[src/rtl/rggen_bus_arbiter.sv]
// Round-robin arbiter sharing one rggen register bus among REQUESTERS masters.
// Optional watchdog enabled by defining RGGEN_BUS_ARBITER_TIMEOUT_EN.
module rggen_bus_arbiter #(
  parameter int REQUESTERS     = 2,
  parameter int ADDRESS_WIDTH  = 8,
  parameter int BUS_WIDTH      = 32,
  parameter int TIMEOUT_CYCLES = 64
) (
  input  logic                                  i_clk,
  input  logic                                  i_rst,
  input  logic [REQUESTERS-1:0]                 i_valid,
  input  logic [2*REQUESTERS-1:0]               i_access,
  input  logic [ADDRESS_WIDTH*REQUESTERS-1:0]   i_address,
  input  logic [BUS_WIDTH*REQUESTERS-1:0]       i_write_data,
  input  logic [BUS_WIDTH/8*REQUESTERS-1:0]     i_strobe,
  output logic [REQUESTERS-1:0]                 o_ready,
  output logic [2*REQUESTERS-1:0]               o_status,
  output logic [BUS_WIDTH*REQUESTERS-1:0]       o_read_data,
  output logic                                  o_bus_valid,
  output logic [1:0]                            o_bus_access,
  output logic [ADDRESS_WIDTH-1:0]              o_bus_address,
  output logic [BUS_WIDTH-1:0]                  o_bus_write_data,
  output logic [BUS_WIDTH/8-1:0]                o_bus_strobe,
  input  logic                                  i_bus_ready,
  input  logic [1:0]                            i_bus_status,
  input  logic [BUS_WIDTH-1:0]                  i_bus_read_data
);
  localparam int IW = (REQUESTERS > 1) ? $clog2(REQUESTERS) : 1;
  localparam int SW = BUS_WIDTH / 8;
  localparam logic IDLE = 1'b0;
  localparam logic BUSY = 1'b1;

  logic                     state_reg;
  logic [IW-1:0]            ptr_reg;
  logic [IW-1:0]            grant_reg;
  logic [1:0]               access_reg;
  logic [ADDRESS_WIDTH-1:0] address_reg;
  logic [BUS_WIDTH-1:0]     write_data_reg;
  logic [SW-1:0]            strobe_reg;

  logic                     found;
  logic [IW-1:0]            sel;
  logic [1:0]               sel_access;
  logic [ADDRESS_WIDTH-1:0] sel_address;
  logic [BUS_WIDTH-1:0]     sel_write_data;
  logic [SW-1:0]            sel_strobe;
  logic                     timeout_hit;
  logic                     complete;
  logic [IW-1:0]            next_ptr;
  logic [1:0]               resp_status;
  logic [BUS_WIDTH-1:0]     resp_data;

  // Two passes give the wrap-around search: indices at/above the pointer first, then below it.
  always_comb begin
    found = 1'b0;
    sel   = '0;
    for (int j = 0; j < REQUESTERS; j++) begin
      if (!found && i_valid[j] && (IW'(j) >= ptr_reg)) begin
        found = 1'b1;
        sel   = IW'(j);
      end
    end
    for (int j = 0; j < REQUESTERS; j++) begin
      if (!found && i_valid[j] && (IW'(j) < ptr_reg)) begin
        found = 1'b1;
        sel   = IW'(j);
      end
    end
  end

  always_comb begin
    sel_access     = '0;
    sel_address    = '0;
    sel_write_data = '0;
    sel_strobe     = '0;
    for (int j = 0; j < REQUESTERS; j++) begin
      if (IW'(j) == sel) begin
        sel_access     = i_access[2*j +: 2];
        sel_address    = i_address[ADDRESS_WIDTH*j +: ADDRESS_WIDTH];
        sel_write_data = i_write_data[BUS_WIDTH*j +: BUS_WIDTH];
        sel_strobe     = i_strobe[SW*j +: SW];
      end
    end
  end

  assign complete = (state_reg == BUSY) && (i_bus_ready || timeout_hit);
  assign next_ptr = (grant_reg == IW'(REQUESTERS - 1)) ? '0 : grant_reg + 1'b1;

  always_ff @(posedge i_clk) begin
    if (i_rst) begin
      state_reg      <= IDLE;
      ptr_reg        <= '0;
      grant_reg      <= '0;
      access_reg     <= '0;
      address_reg    <= '0;
      write_data_reg <= '0;
      strobe_reg     <= '0;
    end else if (state_reg == IDLE) begin
      if (found) begin
        state_reg      <= BUSY;
        grant_reg      <= sel;
        access_reg     <= sel_access;
        address_reg    <= sel_address;
        write_data_reg <= sel_write_data;
        strobe_reg     <= sel_strobe;
      end
    end else if (complete) begin
      state_reg <= IDLE;
      ptr_reg   <= next_ptr;
    end
  end

`ifdef RGGEN_BUS_ARBITER_TIMEOUT_EN
  localparam int CW = $clog2(TIMEOUT_CYCLES + 1);
  logic [CW-1:0] count_reg;

  assign timeout_hit = (state_reg == BUSY) && !i_bus_ready &&
                       (count_reg == CW'(TIMEOUT_CYCLES - 1));

  // Held at zero while idle so every access starts counting from its first BUSY cycle.
  always_ff @(posedge i_clk) begin
    if (i_rst || (state_reg == IDLE)) begin
      count_reg <= '0;
    end else if (!i_bus_ready) begin
      count_reg <= count_reg + 1'b1;
    end
  end
`else
  assign timeout_hit = 1'b0;
`endif

  if ((REQUESTERS < 1) || (TIMEOUT_CYCLES < 1)) begin : g_bad_params
    $error("rggen_bus_arbiter: REQUESTERS and TIMEOUT_CYCLES must be >= 1");
  end

  assign resp_status = timeout_hit ? 2'b10 : i_bus_status;
  assign resp_data   = timeout_hit ? '0 : i_bus_read_data;

  assign o_bus_valid      = (state_reg == BUSY);
  assign o_bus_access     = access_reg;
  assign o_bus_address    = address_reg;
  assign o_bus_write_data = write_data_reg;
  assign o_bus_strobe     = strobe_reg;

  for (genvar gi = 0; gi < REQUESTERS; gi++) begin : g_resp
    logic hit;
    assign hit                                = complete && (grant_reg == IW'(gi));
    assign o_ready[gi]                        = hit;
    assign o_status[2*gi +: 2]                = hit ? resp_status : 2'b00;
    assign o_read_data[BUS_WIDTH*gi +: BUS_WIDTH] = hit ? resp_data : '0;
  end
endmodule
[config.mk]
export PLATFORM = sky130hd
export DESIGN_NAME = rggen_bus_arbiter
export DESIGN_NICKNAME = d
export VERILOG_FILES = /design/src/rtl/rggen_bus_arbiter.sv
export SDC_FILE = /design/constraint.sdc
export NUM_CORES = 1
export LEC_CHECK = 0
export ABC_AREA = 1
export ABC_CLOCK_PERIOD_IN_PS = 1100
export CELL_PAD_IN_SITES_DETAIL_PLACEMENT = 0
export CELL_PAD_IN_SITES_GLOBAL_PLACEMENT = 2
export CORE_MARGIN = 8
export CORE_UTILIZATION = 13
export CTS_BUF_LIST = sky130_fd_sc_hd__clkbuf_2 sky130_fd_sc_hd__clkbuf_4 sky130_fd_sc_hd__clkbuf_8
export DETAILED_ROUTE_END_ITERATION = 16
export PLACE_DENSITY_LB_ADDON = 0.15
export SYNTH_ARGS = -nofsm -noshare
export SYNTH_HDL_FRONTEND = slang
export SYNTH_SLANG_ARGS = --single-unit
[constraint.sdc]
create_clock -name i_clk -period 1.1 [get_ports i_clk]
set_input_delay 0.22 -clock i_clk [delete_from_list [all_inputs] [get_ports i_clk]]
set_output_delay 0.22 -clock i_clk [all_outputs]
set_load 0.005 [all_outputs]
After elaboration in Yosys (flattened, before gate mapping)
Index checks and enable logic that the tools add are counted.
{"block": "op_classes", "muxes": 19, "n_lt_le_gt_ge": 4, "addsub": 1, "n_bitwise": 2, "reduce_logical": 15}
{"cell": "$mux 32", "count": 3}
{"cell": "$mux 1", "count": 11}
{"cell": "$logic_and 1x1->1", "count": 10}
{"cell": "$mux 8", "count": 1}
{"cell": "$mux 2", "count": 3}
{"cell": "$mux 4", "count": 1}
{"cell": "$reduce_and 2->1", "count": 2}
{"cell": "$logic_not 1->1", "count": 3}
{"cell": "$ge 1x1->1 const A", "count": 2}
{"cell": "$lt 1x1->1 const A", "count": 2}
{"cell": "$not 1->1", "count": 2}
{"cell": "$add 1x1->1 const B", "count": 1}
{"block": "word_totals", "wordCells": 48, "out_inout_bits": 117, "in_bits": 131, "regBits": 49}

Depth between registers and ports, before layout
Gate-level depths: netlist of the first run.
{"block": "logic_depth", "ltp_word": 17, "depth_mapped": 8, "mapped_depth_nobuf": 7}

Worst setup path after synthesis of the first run
OpenSTA, ideal clock, no wires.
{"block": "synth_path", "kind": "reg-to-output", "from": "register state_reg (netlist: o_bus_valid)", "to": "output port o_read_data[33]", "path_buffers": 1, "required_ps": 880, "stages_incl_launch_ff": 6, "path_slack_ps": -188, "t_arrival_ps": 1068, "cell_sequence": "dfxtp_1 nand2_1 nor2_2 inv_2 buf_2 nor2_1"}
{"block": "synth_between", "elab_chain_cells": 3}
{"element": "start, declared", "line": "33", "source": "logic state_reg;"}
{"element": "start signal, assigned", "line": "91", "source": "state_reg <= IDLE;"}
{"element": "start signal, assigned", "line": "100", "source": "state_reg <= BUSY;"}
{"element": "start signal, assigned", "line": "108", "source": "state_reg <= IDLE;"}
{"element": "$logic_and 1x1->1", "line": "86", "source": "assign complete = (state_reg == BUSY) && (i_bus_ready || timeout_hit);"}
{"element": "$logic_and 1x1->1", "line": "147", "source": "assign hit = complete && (grant_reg == IW'(gi));"}
{"element": "named net g_resp[1].hit", "line": "146", "source": "logic hit;"}
{"element": "$mux 32", "line": "150", "source": "assign o_read_data[BUS_WIDTH*gi +: BUS_WIDTH] = hit ? resp_data : '0;"}
{"element": "end, declared", "line": "18", "source": "output logic [BUS_WIDTH*REQUESTERS-1:0] o_read_data,"}
The timed path passes the listed nets, and every way through them passes these cells.

Worst setup path in the final report of the first run
{"block": "layout_path", "from": "register grant_reg", "to": "output port o_read_data[63]"}
{"block": "layout_between", "elab_chain_cells": 2}
{"element": "start, declared", "line": "35", "source": "logic [IW-1:0] grant_reg;"}
{"element": "start signal, assigned", "line": "101", "source": "grant_reg <= sel;"}
{"element": "$logic_and 1x1->1", "line": "147"}
{"element": "$mux 32", "line": "150"}
Every way passes these cells.

==> results of run 1 <==
[worst max path at each step]
stage,slack (ns),cells past startpoint,end
detailed placement,-0.96,7,o_read_data[40]
global route,-0.55,6,o_read_data[63]
CTS,-0.48,6,o_status[2]
floorplan,-0.005,5,o_read_data[33]
finish,-0.45,6,o_read_data[63]
global placement,-0.93,7,o_read_data[55]
[kinds of logic after synthesis]
| family | Yosys count |
|---|---|
| buf+inv | 167 |
| simple gates | 262 |
| flops | 49 |
| compound gates | 50 |
[cells in the mapped netlist]
master	count	area share, %
nor2_1	69	8.6
inv_1	128	16
clkbuf_1	6	0.75
nor2_4	1	0.37
o21ai_1	1	0.17
buf_4	5	1.2
a21oi_1	48	8.0
buf_2	23	3.8
nand3_1	93	15
nand2_1	97	12
dfxtp_1	49	32
inv_2	3	0.37
nor2_2	2	0.41
buf_1	2	0.25
a211oi_1	1	0.25
[cell type report]
type,instances,share of cell area [%]
Multi-Input combinational cell,312,28.4
Inverter,131,7.66
Clock inverter,2,0.210
Timing Repair Buffer,296,41.1
Clock buffer,6,1.26
Sequential cell,49,16.0
Tap cell,285,5.45
[power breakdown]
part | total [mW] | internal [mW] | switching (mW)
Sequential | 2.09 | 2.00 | 0.0950
Combinational | 2.57 | 1.36 | 1.21
Clock | 1.21 | 0.513 | 0.700
[what timing repair did]
action | CTS | global route
gates cloned | 10 | 2
pin swaps | 15 | 17
endpoints found under the hold margin | 0 | 0
endpoints found under the setup margin | 164 | 119
setup buffers | 12 | 7
gates resized for setup | 594 | 24
[metrics by stage]
step           util (%)  hold WS (ns)  setup WS, ns  power, mW  TNS (ns)
3_3_place_gp       27.0         0.518        -0.932       4.31    -85.91
2_1_floorplan         -         0.411      -0.00544       2.95    -0.218
3_5_place_dp       27.0         0.518        -0.961       4.31    -86.93
4_1_cts            28.3         0.202        -0.484       5.96    -46.49
5_1_grt            28.8         0.239        -0.547       6.32    -54.03
6_report           28.8         0.217        -0.454       5.88    -44.44
[routing by layer]
metal / vias up / track usage, % / share of wire [%]
met2: 151 / 20.8 / 49
li1: 2107 / - / -
met1: 1902 / 13.9 / 43
met3: 9 / 3.91 / 7.5
met5: - / 0 / 0
met4: 0 / 2.72 / 1.0
[critical path, stage by stage (launching register included)]
cell     delay, ns
dfxtp_4       0.40
inv_4         0.04
nor2_4        0.13
inv_4         0.08
buf_12        0.16
nor2_1        0.09
buf_2         0.12
==> run_results.csv, run 1 <==
group,metric,value,unit
clock_network,ctsHoldBuffers,0,
worst_hold_path,hold_path_end,"o_bus_write_data[9]",
sta,setup_slack,-0.454,ns
floorplan,core_area,0.0227,mm^2
floorplan,dieArea,0.0284,mm^2
sta,period_share,141,%
run_status,violations,"negative setup slack",
worst_setup_path,reg2reg_depth,10,
final_layout,seqCellArea,0.00105,mm^2
final_layout,layout_common_cells,"inv_1, clkdlybuf4s50_1, buf_2",
run,maxCapViolCount,0,
routing,antenna_left,0,
sta,final_max_slew_viol_count,0,
sta,slew_headroom,77.7,%
routing,num_vias,4169,
global_route,grtUsageTotal,11.9,%
final_layout,fillers,2548,
worst_setup_path,path_class,"reg -> out",
logic_synthesis,netlist_area,0.00302,mm^2
logic_synthesis,yosysSeqAreaShare,32.5,%
routing,post_drt_wl_per_cell,16.2,um
logic_synthesis,yosys.area_share.simple,36.8,%
floorplan,initial_core_util,13.3,%
worst_setup_path,cp.arrival,1.33,ns
logic_synthesis,synth_xor_area_share,0,%
logic_synthesis,synthMuxAreaShare,0,%
sta,rsz0062_at_grt,"true",
placement,dpl.cell_count,1047,
placement,globalplace.congestion,0.740,
logic_synthesis,synth_warnings,0,
placement,port_buffers,247,
final_layout,layout.cells.most_common,"inv_1",
global_route,grt_pass1_vias,4325,
placement,hpwlAfterDp,12700,um
sta,hold_violations,0,
worst_setup_path,end_kind,"output port",
logic_synthesis,synth_nets,659,
pwr,vdd_drop_max,456,uV
clock_network,clock_latency,0.33,ns
routing,dr.first_iter.drc_count,131,
run_status,status,"complete, but fails checks",
clock_network,cts_tree,"yes",
clock_network,clkTransAtPathRegs,0.11,ns
final_layout,fin_area,0.00655,mm^2
final_layout,drive_gt1_share,45.5,%
worst_setup_path,ff2ff_setup_slack,-0.36,ns
routing,drt-vias-per-instance,3.86,
global_route,grt_antenna_before_repair,0,
pwr,p_leak,3.36,nW
final_layout,largest_reg_flops,32,
floorplan,die_h,168,um
sta,finClkSkew,0.0152,ns
final_layout,diodes,0,
worst_setup_path,required,0.88,ns
floorplan,rows,55,
final_layout,area_growth,117,%
global_route,grt_pass1_wl,26100,um
clock_network,clock_sinks,49,
worst_setup_path,cp-startpoint,"grant_reg",
worst_hold_path,hold_depth,4,
worst_setup_path,startpoint_type,"register",
sta,finalSetupViolations,119,
placement,place_area,0.00613,mm^2
logic_synthesis,synth-compound-area-share,8.37,%
worst_hold_path,hp-class,"in -> reg",
global_route,grt_max_degree,34,
logic_synthesis,synth_fa_ha_area_share,0,%
logic_synthesis,synth.distinct_cells,15,
routing,drc,0,
logic_synthesis,synth_area_per_cell,5.72,um^2
worst_setup_path,r2r-end,"o_bus_address[5]",
final_layout,nNetsFinal,926,
floorplan,num_io_pins,248,
global_route,overflow,0,
final_layout,multi_input_area,0.00186,mm^2
worst_setup_path,path_max_fanout,12,
sta,period_needed,1.55,ns
logic_synthesis,synth-seq-cells,49,
floorplan,die_x,168,um
routing,drtPass1Iterations,6,
clock_network,h-tree-depth,2,
final_layout,final-instance-count-excl-fill,1081,
logic_synthesis,syn_inst,528,
pwr,p_per_area,897,mW/mm^2
worst_hold_path,min-delay-start,"i_rst",
routing,routed_wl,17500,um
clock_network,cts_buffers,5,
logic_synthesis,synth_top_family_by_area,"simple AND/OR/NAND/NOR gates",
clock_network,cts_root_buf,"clkbuf_8",
sta,fmaxAchievable,0.644,GHz
clock_network,clockBufferDepth,2,
sta,worst_pin_slew,0.333,ns
worst_setup_path,r2r_start,"o_bus_valid",
Power figures use the tool's default switching activity.
==> run 2: changes to the inputs <==
SKIP_CTS_REPAIR_TIMING = 1   (was default)
==> run 2 against run 1 <==
  * Sequential share of layout area decreased by 0.33 points
  * First-iteration DRC count shrank 13%
  * Hold slack better by 0.0066 ns
  * Worst setup slack worse by 0.0064 ns
  * Die area is the same
  * Clock skew decreased by 0.0036 ns
  * Cell area fell by 1.9%
  * Sequential power is essentially flat
  * The flow still finishes with violations (negative setup slack)
  * Non-clock buffer count shrank 9
  * Combinational power down 8.9%
  * Flip-flop and latch count unchanged
  * Critical path depth stayed put
==> run_results.csv, run 2 (synthesis results as in run 1) <==
group,metric,value,unit
worst_setup_path,cp.arrival,1.34,ns
worst_setup_path,cp-startpoint,"grant_reg",
sta,fmaxAchievable,0.641,GHz
routing,dr.first_iter.drc_count,114,
worst_hold_path,min-delay-start,"i_rst",
pwr,p_per_area,873,mW/mm^2
global_route,grt_pass1_vias,4045,
sta,hold_violations,0,
worst_hold_path,hp-class,"in -> reg",
routing,routed_wl,17200,um
routing,wl_met1,7460,um
floorplan,dieArea,0.0284,mm^2
clock_network,clock_latency,0.32,ns
global_route,overflow,0,
worst_setup_path,startpoint_type,"register",
final_layout,area_growth,113,%
floorplan,rows,55,
sta,final_max_slew_viol_count,0,
final_layout,layout.cells.most_common,"inv_1",
routing,drt-vias-per-instance,3.82,
global_route,grtUsageTotal,10.6,%
final_layout,diodes,0,
worst_setup_path,r2r_start,"o_bus_valid",
sta,period_needed,1.56,ns
final_layout,largest_reg_flops,32,
pwr,power.total,5.61,mW
floorplan,initial_core_util,13.3,%
routing,drtPass1Iterations,4,
clock_network,clkTransAtPathRegs,0.11,ns
final_layout,fillers,2558,
final_layout,drive_gt1_share,31.9,%
routing,wl_met2,8400,um
sta,period_share,142,%
clock_network,h-tree-depth,2,
clock_network,cts_tree,"yes",
sta,slew_headroom,77.7,%
worst_setup_path,end_kind,"output port",
floorplan,core_area,0.0227,mm^2
sta,finClkSkew,0.0117,ns
floorplan,num_io_pins,248,
sta,finalSetupViolations,118,
clock_network,cts_root_buf,"clkbuf_8",
placement,port_buffers,247,
run_status,status,"complete, but fails checks",
global_route,grt_pass1_wl,23500,um
placement,hpwlAfterDp,12700,um
clock_network,clock_sinks,49,
floorplan,die_h,168,um
sta,rsz0062_at_grt,"true",
clock_network,cts_buffers,5,
worst_setup_path,path_max_fanout,11,
final_layout,nNetsFinal,917,
global_route,grt_antenna_before_repair,0,
run_status,violations,"negative setup slack",
pwr,p_leak,3.71,nW
worst_setup_path,required,0.88,ns
sta,setup_slack,-0.460,ns
placement,globalplace.congestion,0.740,
global_route,grt_max_degree,34,
routing,route.met3.wl,1180,um
routing,drc,0,
final_layout,layout_common_cells,"inv_1, clkdlybuf4s50_1, nand2_1",
routing,topRoutingLayerUsed,"met4",
sta,worst_pin_slew,0.333,ns
pwr,vdd_drop_max,439,uV
sta,timing.hold.ws,0.223,ns
floorplan,die_x,168,um
routing,antenna_left,0,
routing,post_drt_wl_per_cell,16.1,um
clock_network,clockBufferDepth,2,
run,maxCapViolCount,0,
worst_setup_path,path_class,"reg -> out",
routing,num_vias,4099,
-- run 2: cell types whose count changed in the layout (fill, tap and decap cells not counted), moves of 5 or more --
cell,before,now
a21oi_1,1,39
dfxtp_2,46,13
dlymetal6s2s_1,0,38
buf_2,116,21
dfxtp_1,1,34
a21oi_2,44,9
clkbuf_2,0,60
buf_16,8,0
clkbuf_16,2,7
buf_12,16,9
-- run 2: worst paths after layout --
path	slack (ns)	depth (start not counted)	endpoint
max	-0.46	6	o_read_data[36]
min	0.22	4	o_bus_write_data[31]
max reg2reg	-0.13	7	o_bus_write_data[20]
min reg2reg	0.51	2	grant_reg
-- run 2: power breakdown --
group | total (mW) | switching, mW | internal (mW)
registers | 2.07 | 0.0922 | 1.97
clock network | 1.20 | 0.689 | 0.512
logic | 2.34 | 1.09 | 1.26
total | 5.61 | 1.87 | 3.74
-- run 2: area by class of cell --
type | instances | area [um^2] | share of cell area (%)
multi-input cells | 312 | 1720 | 26.8
clock inverters | 2 | 13.8 | 0.214
repair buffers | 287 | 2750 | 42.8
well taps | 285 | 357 | 5.55
flip-flops and latches | 49 | 1000 | 15.6
inverters | 131 | 497 | 7.73
clock buffers | 6 | 82.6 | 1.29
-- run 2: metrics by stage --
step | area (um^2) | instances | util, % | TNS [ns] | setup slack (ns)
after detailed placement | 6130 | 1047 | 27.0 | -86.93 | -0.961
final | 6420 | 1072 | 28.3 | -33.73 | -0.460
after CTS | 6230 | 1055 | 27.4 | -87.60 | -0.989
after global placement | 6130 | 1047 | 27.0 | -85.91 | -0.932
after global routing | 6420 | 1072 | 28.3 | -42.75 | -0.539
after floorplan | 3230 | 528 | - | -0.218 | -0.00544
-- run 2: critical path: stages (launching register included) --
cell and delay, ns:
dfxtp_4 0.38, inv_2 0.05, nor2_4 0.13, inv_4 0.07
clkbuf_16 0.18, nor2_2 0.09, clkbuf_2 0.12
-- run 2: metal layers --
layer | GRT usage [%] | vias to the layer above
li1 | - | 2091
met1 | 12.0 | 1848
met2 | 18.5 | 151
met3 | 3.65 | 9
met4 | 3.26 | 0
met5 | 0 | -
